`config.mk`:
```
export PLATFORM = sky130hd
export DESIGN_NAME = min_max_finder_param
export DESIGN_NICKNAME = d
export VERILOG_FILES = /design/src/rtl/min_max_finder_param_pkg.sv /design/src/rtl/min_max_finder_param_cmp.sv /design/src/rtl/min_max_finder_param.sv
export SDC_FILE = /design/constraint.sdc
export NUM_CORES = 1
export LEC_CHECK = 0
export CAP_MARGIN = 5
export CORE_MARGIN = 8
export CORE_UTILIZATION = 55
export DETAILED_ROUTE_END_ITERATION = 12
export DONT_BUFFER_PORTS = 1
export HOLD_SLACK_MARGIN = 0.12
export MAX_ROUTING_LAYER = met4
export PLACE_DENSITY = 0.79
export SLEW_MARGIN = 40
export SYNTH_ARGS = -nofsm -noshare
export SYNTH_HDL_FRONTEND = slang
export SYNTH_SLANG_ARGS = --single-unit
```
`constraint.sdc`:
```
create_clock -name Clk -period 3.8 [get_ports Clk]
set_input_delay 0.76 -clock Clk [delete_from_list [all_inputs] [get_ports Clk]]
set_output_delay 0.76 -clock Clk [all_outputs]
set_load 0.005 [all_outputs]
```
`src/rtl/min_max_finder_param_pkg.sv`:
```
// ============================================================================
// Module      : min_max_finder_param_pkg
// Description : Shared state encoding and constants for the parametrised
//               min/max finder family.
// Revision    : 1.0 - initial release
// ============================================================================
`default_nettype none

package min_max_finder_param_pkg;

    // Width of the one-hot state vector (INI, LOAD, CMx, CMn, DONE)
    localparam int c_STATE_W = 5;

    // One-hot scan states; bit positions match the Qi/Ql/Qcmx/Qcmn/Qd outputs
    typedef enum logic [c_STATE_W-1:0] {
        S_INI  = 5'b00001,
        S_LOAD = 5'b00010,
        S_CMX  = 5'b00100,
        S_CMN  = 5'b01000,
        S_DONE = 5'b10000
    } state_t;

endpackage

`default_nettype wire

```
`src/rtl/min_max_finder_param_cmp.sv`:
```
// ============================================================================
// Module      : min_max_finder_param_cmp
// Description : Combinational greater-than / less-than of two WIDTH-bit
//               words, unsigned or two's-complement per SIGNED_CMP.
// Revision    : 1.0 - initial release
// ============================================================================
`default_nettype none

module min_max_finder_param_cmp #(
    parameter int WIDTH      = 8,
    parameter int SIGNED_CMP = 0
) (
    input  logic [WIDTH-1:0] i_a,
    input  logic [WIDTH-1:0] i_b,
    output logic             o_gt,
    output logic             o_lt
);

    generate
        if (SIGNED_CMP != 0) begin : g_signed
            // Two's-complement ordering
            assign o_gt = ($signed(i_a) > $signed(i_b));
            assign o_lt = ($signed(i_a) < $signed(i_b));
        end else begin : g_unsigned
            // Plain magnitude ordering
            assign o_gt = (i_a > i_b);
            assign o_lt = (i_a < i_b);
        end
    endgenerate

endmodule

`default_nettype wire

```
`src/rtl/min_max_finder_param.sv`:
```
// ============================================================================
// Module      : min_max_finder_param
// Description : Scans DEPTH words of WIDTH bits held in an internal register
//               array and reports the maximum and minimum. A write port loads
//               the array while idle; a Start pulse launches a scan of exactly
//               DEPTH clocks (1 LOAD + DEPTH-1 compares). The CMx/CMn states
//               record which extreme was updated last.
//               Optional feature macro: MINMAX_INDEX_EN adds Max_idx/Min_idx
//               (first occurrence of each extreme).
// Revision    : 1.0 - initial release
// ============================================================================
`default_nettype none

module min_max_finder_param
    import min_max_finder_param_pkg::*;
#(
    parameter  int WIDTH      = 8,
    parameter  int DEPTH      = 16,
    parameter  int SIGNED_CMP = 0,
    localparam int AW         = (DEPTH > 1) ? $clog2(DEPTH) : 1
) (
    input  logic             Clk,
    input  logic             Reset_n,
    input  logic             Start,
    input  logic             Wr_en,
    input  logic [AW-1:0]    Wr_addr,
    input  logic [WIDTH-1:0] Wr_data,
    output logic [WIDTH-1:0] Max,
    output logic [WIDTH-1:0] Min,
`ifdef MINMAX_INDEX_EN
    output logic [AW-1:0]    Max_idx,
    output logic [AW-1:0]    Min_idx,
`endif
    output logic             Qi,
    output logic             Ql,
    output logic             Qcmx,
    output logic             Qcmn,
    output logic             Qd
);

    // Index of the final word; the scan ends on the cycle that compares it
    localparam logic [AW-1:0] c_LAST  = AW'(DEPTH - 1);
    // Depth widened by one bit so out-of-range write addresses can be rejected
    localparam logic [AW:0]   c_DEPTH = (AW + 1)'(DEPTH);

    state_t           r_state;
    logic [WIDTH-1:0] r_mem [DEPTH];
    logic [WIDTH-1:0] r_max;
    logic [WIDTH-1:0] r_min;
    logic [AW-1:0]    r_idx;
`ifdef MINMAX_INDEX_EN
    logic [AW-1:0]    r_max_idx;
    logic [AW-1:0]    r_min_idx;
`endif

    logic [WIDTH-1:0] w_cur;
    logic [WIDTH-1:0] w_first;
    logic             w_idle;
    logic             w_wr_ok;
    logic             w_gt_max;
    logic             w_lt_max;
    logic             w_gt_min;
    logic             w_lt_min;
    logic             w_unused;

    assign w_cur    = r_mem[r_idx];
    assign w_first  = r_mem[0];
    assign w_idle   = (r_state == S_INI) || (r_state == S_DONE);
    assign w_wr_ok  = Wr_en && w_idle && ({1'b0, Wr_addr} < c_DEPTH);
    // Only "above Max" and "below Min" drive the datapath
    assign w_unused = w_lt_max ^ w_gt_min;

    min_max_finder_param_cmp #(
        .WIDTH      (WIDTH),
        .SIGNED_CMP (SIGNED_CMP)
    ) u_cmp_max (
        .i_a  (w_cur),
        .i_b  (r_max),
        .o_gt (w_gt_max),
        .o_lt (w_lt_max)
    );

    min_max_finder_param_cmp #(
        .WIDTH      (WIDTH),
        .SIGNED_CMP (SIGNED_CMP)
    ) u_cmp_min (
        .i_a  (w_cur),
        .i_b  (r_min),
        .o_gt (w_gt_min),
        .o_lt (w_lt_min)
    );

    // Array load: only while idle, so a scan always sees a stable array; not reset
    always_ff @(posedge Clk) begin
        if (w_wr_ok) begin
            r_mem[Wr_addr] <= Wr_data;
        end
    end

    // Scan controller: state, running extremes, scan pointer and indices
    always_ff @(posedge Clk) begin
        if (!Reset_n) begin
            r_state   <= S_INI;
            r_max     <= '0;
            r_min     <= '0;
            r_idx     <= '0;
`ifdef MINMAX_INDEX_EN
            r_max_idx <= '0;
            r_min_idx <= '0;
`endif
        end else begin
            case (r_state)
                S_INI, S_DONE: begin
                    if (Start) begin
                        r_state <= S_LOAD;
                    end
                end
                S_LOAD: begin
                    r_max   <= w_first;
                    r_min   <= w_first;
                    r_idx   <= AW'(1);
`ifdef MINMAX_INDEX_EN
                    r_max_idx <= '0;
                    r_min_idx <= '0;
`endif
                    r_state <= S_CMX;
                end
                S_CMX: begin
                    if (w_gt_max) begin
                        r_max <= w_cur;
`ifdef MINMAX_INDEX_EN
                        r_max_idx <= r_idx;
`endif
                    end else if (w_lt_min) begin
                        r_min   <= w_cur;
`ifdef MINMAX_INDEX_EN
                        r_min_idx <= r_idx;
`endif
                        r_state <= S_CMN;
                    end
                    // Final word overrides the flag transition; pointer parks at the end
                    if (r_idx == c_LAST) begin
                        r_state <= S_DONE;
                    end else begin
                        r_idx <= r_idx + AW'(1);
                    end
                end
                S_CMN: begin
                    if (w_lt_min) begin
                        r_min <= w_cur;
`ifdef MINMAX_INDEX_EN
                        r_min_idx <= r_idx;
`endif
                    end else if (w_gt_max) begin
                        r_max   <= w_cur;
`ifdef MINMAX_INDEX_EN
                        r_max_idx <= r_idx;
`endif
                        r_state <= S_CMX;
                    end
                    if (r_idx == c_LAST) begin
                        r_state <= S_DONE;
                    end else begin
                        r_idx <= r_idx + AW'(1);
                    end
                end
                default: begin
                    r_state <= S_INI;
                end
            endcase
        end
    end

    assign Max  = r_max;
    assign Min  = r_min;
`ifdef MINMAX_INDEX_EN
    assign Max_idx = r_max_idx;
    assign Min_idx = r_min_idx;
`endif
    assign Qi   = (r_state == S_INI);
    assign Ql   = (r_state == S_LOAD);
    assign Qcmx = (r_state == S_CMX);
    assign Qcmn = (r_state == S_CMN);
    assign Qd   = (r_state == S_DONE);

endmodule

`default_nettype wire

```
Word-level counts from Yosys, hierarchy flattened
Memory sizes are Yosys's and may differ from the RTL's. A register that Yosys moved wholly into a read port is not among the register bits.
Cells that the tools add are included.
{"block": "op_classes", "n_addsub": 1, "magnitude_cmp": 2, "n_eq_ne": 14, "mux": 20, "n_reduce_logical": 10}
{"op": "one-hot mux 8 bit (3 select lines)", "n": 2}
{"op": "2-to-1 mux 5 bit", "n": 7}
{"op": "2-to-1 mux 8 bit", "n": 4}
{"op": "one-hot mux 5 bit (4 select lines)", "n": 1}
{"op": "2-to-1 mux 4 bit", "n": 3}
{"op": "> comparator 8 bit", "n": 1}
{"op": "less-than comparator 8 bit", "n": 1}
{"op": "!= test 2 bit (second input constant)", "n": 4}
{"op": "one-hot mux 4 bit (2 select lines)", "n": 1}
{"op": "!= test 3 x 1 -> 1 bit (second input constant)", "n": 2}
{"op": "!= test 3 bit (second input constant)", "n": 2}
{"op": "AND reduction 2 bit", "n": 3}
{"op": "equality test 5 x 1 -> 1 bit (second input constant)", "n": 1}
{"op": "equality test 5 x 2 -> 1 bit (second input constant)", "n": 1}
{"op": "equality test 5 x 3 -> 1 bit (second input constant)", "n": 1}
{"op": "equality test 5 x 4 -> 1 bit (second input constant)", "n": 1}
{"op": "equality test 5 bit (second input constant)", "n": 1}
{"op": "AND reduction 5 bit", "n": 1}
{"op": "adder 4 x 1 -> 4 bit (second input constant)", "n": 1}
{"op": "equality test 4 bit (second input constant)", "n": 1}
{"op": "OR reduction 2 bit", "n": 2}
{"op": "nonzero test 3 bit", "n": 1}
{"op": "2-to-1 mux 1 bit", "n": 2}
{"op": "nonzero test 2 bit", "n": 1}
{"op": "2 further kinds", "n": 2}
{"block": "totals", "regBits": 25, "ramBits": 128, "in_bits": 16, "output_inout_bits": 21, "word_cells": 52, "memories": 1}
{"memory": "r_mem", "depth": 16, "width": 8, "read_ports": 2, "rd_ports_with_merged_regs": 1, "wr": 1, "line": "min_max_finder_param.sv:47", "text": "logic [WIDTH-1:0] r_mem [DEPTH];"}

Depth between registers and ports, before layout
Gate-level depths: netlist of run 1.
{"block": "depth", "depth_word": 6, "mapped_depth": 15, "mapped_depth_nobuf": 12}

By module
From an unflattened synthesis of run 1, not the netlist that was laid out.
{"block": "unflattened", "hier_cells": 427, "area_unflattened_um2": 6801.5}
{"mod": "min_max_finder_param", "n_inst": 1, "cells_per_inst": 369, "area_each_um2": 6378.6}
{"mod": "min_max_finder_param_cmp", "n_inst": 2, "cells_per_inst": 29, "area_each_um2": 211.5}

Worst setup path after synthesis of run 1
No wires, ideal clock.
{"block": "synth_timing", "path_type": "reg2reg", "from": "register with a tool-made name", "to": "register r_max[0] (netlist: Max[0])", "arrival_time_ns": 3.299, "required_time_ns": 3.673, "path_slack_ns": 0.374, "path_stages_with_launch": 14, "n_path_buf": 3, "cell_sequence": "dfxtp_1 buf_6 buf_6 mux4_2 mux4_2 ha_1 a211oi_1 nor2_1 or3_1 a21oi_1 nor2_1 or3_1 buf_6 mux2i_1"}
{"element": "end signal: assignment", "line": "min_max_finder_param.sv:119", "text": "r_max <= w_first;"}
{"element": "end signal: assignment", "line": "min_max_finder_param.sv:130", "text": "r_max <= w_cur;"}
{"element": "end signal: assignment", "line": "min_max_finder_param.sv:155", "text": "r_max <= w_cur;"}
{"element": "end: declaration", "line": "min_max_finder_param.sv:48", "text": "logic [WIDTH-1:0] r_max;"}

==> results of run 1 <==
[routing by layer]
metal  wire (um)  part of all wire  vias to the layer above
met4         389             0.029                        0
met2        6730              0.49                      141
met1        5400              0.40                     1883
met5           0                 0                        -
li1            -                 -                     1632
met3        1100             0.081                       26
[sequential cells by signal, summed over array words and instances (netlist names), named ones only]
name / count
Max: 8
Min: 8
r_mem: 128
r_state: 5
r_idx: 4
[stage by stage]
step	setup slack (ns)	instances	utilization	hold slack (ns)	power (mW)
2_1_floorplan	0.374	417	-	0.464	2.06
3_3_place_gp	0.147	557	0.576	0.487	2.09
3_5_place_dp	0.0870	557	0.578	0.499	2.10
4_1_cts	0.0526	589	0.629	0.396	3.81
5_1_grt	0.0697	589	0.629	0.402	3.90
6_report	0.178	589	0.629	0.415	3.79
[critical path, stage by stage, from the launching register on]
cell and delay, ns:
dfxtp_2 0.37, buf_12 0.20, mux4_2 0.56, mux4_2 0.52, ha_1 0.35, a21oi_1 0.18
a21oi_1 0.08, or3_1 0.38, a21oi_1 0.16, nor2_1 0.05, or3_4 0.46, mux2i_1 0.15
[logic make-up after synthesis]
logic type | Yosys count | synth area share
xor gates and xnor gates | 3 | 0.00391
adders and majority gates | 16 | 0.0298
muxes | 65 | 0.167
DFF | 157 | 0.658
and+or+nand+nor | 115 | 0.0834
AOI/OAI and AO/OA | 26 | 0.0305
buffers and inverters | 35 | 0.0270
[path summary, 6_finish.rpt]
check,end,depth (start not counted),start
setup / recovery,Max[5],11,flip-flop
hold / removal,r_state[0],1,Reset_n
setup reg to reg,Max[5],11,flip-flop
hold reg to reg,Min[2],2,Min[2]
[cell type report]
cell class,count,area (sq um)
fill,835,4440
sequential,157,4430
multi-input combinational,225,2150
clock buffer,18,429
tap,147,184
clock inverter,14,175
timing repair buffer,9,92.6
inverter,19,71.3
[power by group]
group	internal, mW	switching (mW)
Clock	1.09	0.641
Combinational	0.0725	0.0883
Sequential	1.89	0.0166
Total	3.04	0.746
[synth_stat cells, types with 5 or more instances]
master      n
mux2_2      8
ha_1       16
inv_1      18
nand2b_1    8
mux2i_1    19
nand3_1     7
nor3_1      6
buf_6       6
mux4_2     37
clkbuf_1    5
nand2_1    40
or3_1       5
dfxtp_1    29
nor2_1     29
edfxtp_1  128
a21oi_1     9
==> reports/metrics.cfg, run 1 <==
[outcome]
status=complete, no violations

[place]
portBuffers=0
dp_hpwl_mm=8.83
place.gp.congestion=0.800
placed_area_sq_um=6920

[timing]
hold_violations=0
relSlewSlack=0.440
slew_violations=0
min_period_ns=3.62
worstMarginPinSlew_ns=0.836
period_share=0.953
setup_tns_ns=0
clock.fmax_mhz=276
rsz0062_at_grt=false
clock_skew_ns=0.00792
finalSetupViolations=0

[power]
leakage_nw=2.49
peakVddDrop_mv=0.343
cellPowerDensity_nw_per_um2=504

[worst_setup_path]
crit_type=flip-flop to flip-flop
worstSetupStartpointType=flip-flop
crit_arrival_ns=3.92
cp.required_ns=4.10
end_kind=flip-flop
r2r_slack_ns=0.18
crit_fanout=20

[clock_network]
cts_tree=done
path_clk_slew_ns=0.06
clk_latency_ns=0.42
cts-htree-levels=4
cts_resized=0
cts_root_buffer=clkbuf_16
cts_buffer_depth=2
cts_hold_buf=0
cts_setup_buffers=0
cts_sinks=157
cts_buffers=17

[routing]
vias_per_cell=6.25
drc=0
drt_iter0_drc=370
vias=3682
wl_per_cell_um=23.1
routed_wirelength_mm=13.6
ant_nets=0
drt_first_pass_iters=5

[synth]
ys_top_cells_by_area=edfxtp_1, mux4_2, dfxtp_1
async_flop_share=0
syn-mean-instance-area_sq_um=16.1
synth_area_leader_cell=edfxtp_1
synth.yosys.seq_area_share=0.658
ys_ff_latch=157
synth_edf_count=128
syn_area_sq_um=6720
synth_warnings=0
synthCells=417
synth_cell_types=46
synth-main-ff-cell=edfxtp_1
synth_nets=449
synth_top_cell_area_share=0.572

[final_layout]
nets=461
design_area_sq_um=7520
area_delta_synth_final_pct=11.9
final_common_cell=edfxtp_1
antenna_cells=0
mostFrequentLayoutCells=edfxtp_1, nand2_1, mux4_2, dfxtp_1
layout-drive-gt1-share=0.238

[grt]
grt_use_total=0.186
global_route.usage.met2=0.291
grt_start_max_net_pins=34
grtUsageMet3=0.0587
top_usage_layer=met2
globalRouteMet1Util=0.212
grt_pass1_vias=3679
grt_antenna_before_repair=0
grt_first_pass_wirelength_mm=21.4
grt_overflow=0

[min_path]
hold_path.class=input port to flip-flop

[floorplanning]
fp-row-count=40
die-area_sq_um=16000
dieWidth_um=127
start_util=0.562
die_y_um=127
coreArea_sq_um=12000
io_pins=37

[run]
drv_cap=0

(Power assumes the default switching activity.)
==> run 2, diff against run 1 <==
- CTS_BUF_LIST: unset -> sky130_fd_sc_hd__clkbuf_16
==> reports/metrics.cfg, run 2 (synthesis results as in run 1) <==
[outcome]
status=complete, no violations

[run]
drv_cap=0

[final_layout]
fillerInstances=835
fin_util=0.629
max_flop_register=r_mem
fin_cells=589
mostFrequentLayoutCells=edfxtp_1, nand2_1, mux4_2, dfxtp_1
antenna_cells=0
area_delta_synth_final_pct=11.9
largest_reg_flops=128
final_common_cell=edfxtp_1
design_area_sq_um=7520
layout-drive-gt1-share=0.238
nets=461

[floorplanning]
die-area_sq_um=16000
fp-row-count=40
start_util=0.562
coreArea_sq_um=12000
dieWidth_um=127
die_y_um=127
io_pins=37

[grt]
grt_overflow=0
grt_use_total=0.186
grt_antenna_before_repair=0
grt_first_pass_wirelength_mm=21.4
grt_pass1_vias=3679
grt_start_max_net_pins=34

[routing]
vias_per_cell=6.25
wl_per_cell_um=23.1
drt_iter0_drc=370
vias=3681
ant_nets=0
routed_wirelength_mm=13.6
drt_first_pass_iters=5
drc=0

[timing]
slew_violations=0
rsz0062_at_grt=false
hold_slack_ns=0.415
relSlewSlack=0.440
setup_slack_ns=0.178
period_share=0.953
worstMarginPinSlew_ns=0.836
clock_skew_ns=0.00814
min_period_ns=3.62
clock.fmax_mhz=276
finalSetupViolations=0
setup_tns_ns=0
hold_violations=0

[worst_setup_path]
path_cells=buf_12 -> mux4_2 -> mux4_2 -> ha_1 -> a21oi_1 -> a21oi_1 -> or3_1 -> a21oi_1 -> nor2_1 -> or3_4 -> mux2i_1
worstSetupStartpointType=flip-flop
end_kind=flip-flop
crit_fanout=20
cp.required_ns=4.10
crit_top_cell=a21oi_1
crit_arrival_ns=3.92
cpPeakStageDelay_ns=0.56
crit_type=flip-flop to flip-flop
cp_slowest_cell=mux4_2

[place]
place_ws_ns=0.0870
placed_area_sq_um=6920
place.gp.congestion=0.800
portBuffers=0
post-place-cells=557
dp_hpwl_mm=8.83

[clock_network]
cts_sinks=157
cts_root_buffer=clkbuf_16
cts_buffer_depth=2
cts_buffers=17
clk_latency_ns=0.42
cts-htree-levels=4
path_clk_slew_ns=0.06
cts_tree=done

[min_path]
hold_path.class=input port to flip-flop

[power]
leakage_nw=2.50
peakVddDrop_mv=0.343
cellPowerDensity_nw_per_um2=503
power_mw=3.79

## run 2: cell types whose count changed in the layout (fill, tap and decap cells not counted), sizes merged
cell	change
inv	+1
clkbuf	-1
## run 2: area by class of cell
class	instances	area (sq um)	share of cell area
clock buffer	17	425	0.0565
sequential	157	4430	0.588
multi-input combinational	225	2150	0.285
timing repair buffer	9	92.6	0.0123
clock inverter	15	179	0.0238
inverter	19	71.3	0.00948
tap	147	184	0.0244
## run 2: timing repair
item | in CTS | in global routing
gates resized for setup | 0 | 1
hold buffers | 0 | 0
endpoints found under the setup margin | 0 | 8
buffers inserted | 0 | 0
## run 2: report_power, final
part / internal [mW] / switching [mW] / leakage (nW)
clock network: 1.08 / 0.642 / 0.294
logic: 0.0725 / 0.0883 / 0.812
registers: 1.89 / 0.0166 / 1.39
## run 2: critical path: cells and delay by family (launching register included)
| kind | cells | cell delay, ns |
|---|---|---|
| AO/OA/AOI/OAI | 3 | 0.42 |
| adder cells (fa/ha/maj) | 1 | 0.35 |
| buffers and inverters | 1 | 0.20 |
| flip-flops | 1 | 0.37 |
| multiplexers | 3 | 1.23 |
| AND/OR/NAND/NOR | 3 | 0.89 |
## run 2: path summary, 6_finish.rpt
check / startpoint / endpoint / depth (start not counted) / slack, ns
worst min-delay path: Reset_n / r_state[0] / 1 / 0.42
worst min register to register: Min[2] / Min[2] / 2 / 0.50
worst max-delay path: flip-flop / Max[5] / 11 / 0.18
worst max register to register: flip-flop / Max[5] / 11 / 0.18
## run 2: routing by layer
| layer | part of all wire | vias to the layer above | GRT usage | routed length [um] |
|---|---|---|---|---|
| met5 | 0 | - | - | 0 |
| met4 | 0.029 | 0 | 0.0962 | 389 |
| met3 | 0.081 | 26 | 0.0587 | 1100 |
| met2 | 0.49 | 141 | 0.291 | 6720 |
| met1 | 0.40 | 1882 | 0.212 | 5400 |
| li1 | - | 1632 | - | - |
==> run 3, diff against run 2 <==
--- a/config.mk
+++ b/config.mk
@@ -8,3 +8,2 @@
 export CAP_MARGIN = 5
-export CORE_MARGIN = 8
 export CORE_UTILIZATION = 55
@@ -19,2 +18,3 @@
 export SYNTH_HDL_FRONTEND = slang
+export SYNTH_HIERARCHICAL = 1
 export SYNTH_SLANG_ARGS = --single-unit
==> constraint.sdc (replaced) <==
create_clock -name Clk -period 3.8 [get_ports Clk]
set_input_delay 0.38 -clock Clk [delete_from_list [all_inputs] [get_ports Clk]]
set_output_delay 0.38 -clock Clk [all_outputs]
set_load 0.005 [all_outputs]
==> reports/metrics.cfg, run 3 <==
[outcome]
status=complete, no violations

[place]
dp_hpwl_mm=9.92
portBuffers=0
post-place-cells=584
place.gp.congestion=0.889
placed_area_sq_um=7130

[routing]
vias_per_cell=6.37
drc=0
ant_nets=0
wl_per_cell_um=25.1
drt_iter0_drc=365
routed_wirelength_mm=16.0
vias=4057
drt_first_pass_iters=5

[power]
cellPowerDensity_nw_per_um2=507
sequentialPowerShare=0.469
clkPwrFrac=0.431
leakage_nw=2.88
power_frac_comb=0.100
power_mw=4.13
p_sw_mw=0.976
p_int_mw=3.15
peakVddDrop_mv=0.476
swShare=0.236

[final_layout]
nets=510
fin_cells=637
max_flop_register=r_mem
antenna_cells=0
area_delta_synth_final_pct=20.2
final_common_cell=edfxtp_1
largest_reg_flops=128
mostFrequentLayoutCells=edfxtp_1, buf_4, dfxtp_1, nor2_1
layout-drive-gt1-share=0.314
fillerInstances=755
design_area_sq_um=8140

[clock_network]
cts-htree-levels=4
cts_root_buffer=clkbuf_16
cts_buffers=17
cts_tree=done
cts_sinks=157
cts_buffer_depth=2
clk_latency_ns=0.43
path_clk_slew_ns=0.06

[timing]
hold_violations=0
clock_skew_ns=0.00906
clock.fmax_mhz=263
finalSetupViolations=0
slew_violations=0
relSlewSlack=0.438
period_share=1.00
worstMarginPinSlew_ns=0.840
min_period_ns=3.80
rsz0062_at_grt=true

[synth]
synthCells=423
synth_nets=456
syn-mean-instance-area_sq_um=16.0
syn_area_sq_um=6780
synth_warnings=6

[floorplanning]
io_pins=37
fp-row-count=40
die-area_sq_um=12800
coreArea_sq_um=12000
start_util=0.564
die_y_um=113
dieWidth_um=113

[grt]
grt_antenna_before_repair=0
grt_start_max_net_pins=17
grt_overflow=0
grt_first_pass_wirelength_mm=23.4
grt_use_total=0.267
grt_pass1_vias=4131

[worst_setup_path]
crit_type=flip-flop to flip-flop
cp.required_ns=4.11
crit_arrival_ns=4.11
worstSetupStartpointType=flip-flop
end_kind=flip-flop
crit_fanout=8

[run]
drv_cap=0

[min_path]
hold_path.class=input port to flip-flop

[run 3: path summary, 6_finish.rpt]
path,from,endpoint,slack (ns),cells past startpoint
min,Reset_n,flip-flop,0.15,1
max,flip-flop,Max[4],0.0004,16
max reg2reg,flip-flop,Max[4],0.0004,16
min reg2reg,Max[2],Max[2],0.55,1
[run 3: worst max-delay path: stages (launching register included)]
cell	delay (ns)
dfxtp_4	0.39
buf_12	0.13
mux4_2	0.53
a22o_1	0.30
a221oi_2	0.20
buf_4	0.17
inv_1	0.08
ha_4	0.28
nand4_1	0.17
a21oi_2	0.17
o21ba_4	0.16
nand4bb_1	0.15
a21oi_2	0.09
o21ai_2	0.30
nor3b_4	0.09
buf_6	0.17
a221o_1	0.31
[run 3: cell type report]
| type | count | area, sq um | area share |
|---|---|---|---|
| Clock buffer | 17 | 425 | 0.0522 |
| Clock inverter | 15 | 199 | 0.0244 |
| Inverter | 31 | 116 | 0.0143 |
| Multi-Input combinational cell | 216 | 2270 | 0.279 |
| Sequential cell | 157 | 4430 | 0.544 |
| Tap cell | 147 | 184 | 0.0226 |
| Timing Repair Buffer | 54 | 523 | 0.0642 |
[run 3: per-stage QoR]
step / util / setup TNS (ns) / worst slack [ns] / hold WS (ns)
detailed placement: 0.594 / -6.98 / -0.463 / 0.480
finish: 0.678 / 0 / 0.000387 / 0.153
global placement: 0.594 / -4.50 / -0.299 / 0.480
floorplan: - / 0 / 0.0162 / 0.479
global route: 0.678 / -1.00 / -0.0771 / 0.139
CTS: 0.657 / 0 / 0.00338 / 0.142
[run 3: layer usage]
metal	routed length, um	up-vias	track usage	part of all wire
met5	0	-	-	0
met4	309	0	0.106	0.019
met3	1330	25	0.0745	0.083
met2	8140	200	0.442	0.51
met1	6200	2046	0.310	0.39
li1	-	1786	-	-
[run 3: power by group through the flow]
stage / registers [mW] / clock network (mW) / logic, mW
3_5_place_dp: 1.97 / 0 / 0.306
5_1_grt: 1.94 / 1.86 / 0.436
2_1_floorplan: 1.95 / 0 / 0.242
6_report: 1.94 / 1.78 / 0.412
3_3_place_gp: 1.97 / 0 / 0.294
4_1_cts: 1.94 / 1.79 / 0.348
[run 3: repair_timing]
| action | in CTS | in global routing |
|---|---|---|
| hold endpoints to repair | 139 | 0 |
| gates resized for setup | 12 | 43 |
| pin swaps | 2 | 35 |
| setup buffers | 2 | 10 |
| setup endpoints to repair | 21 | 21 |
| hold buffers | 9 | 0 |
| gates cloned | 0 | 0 |
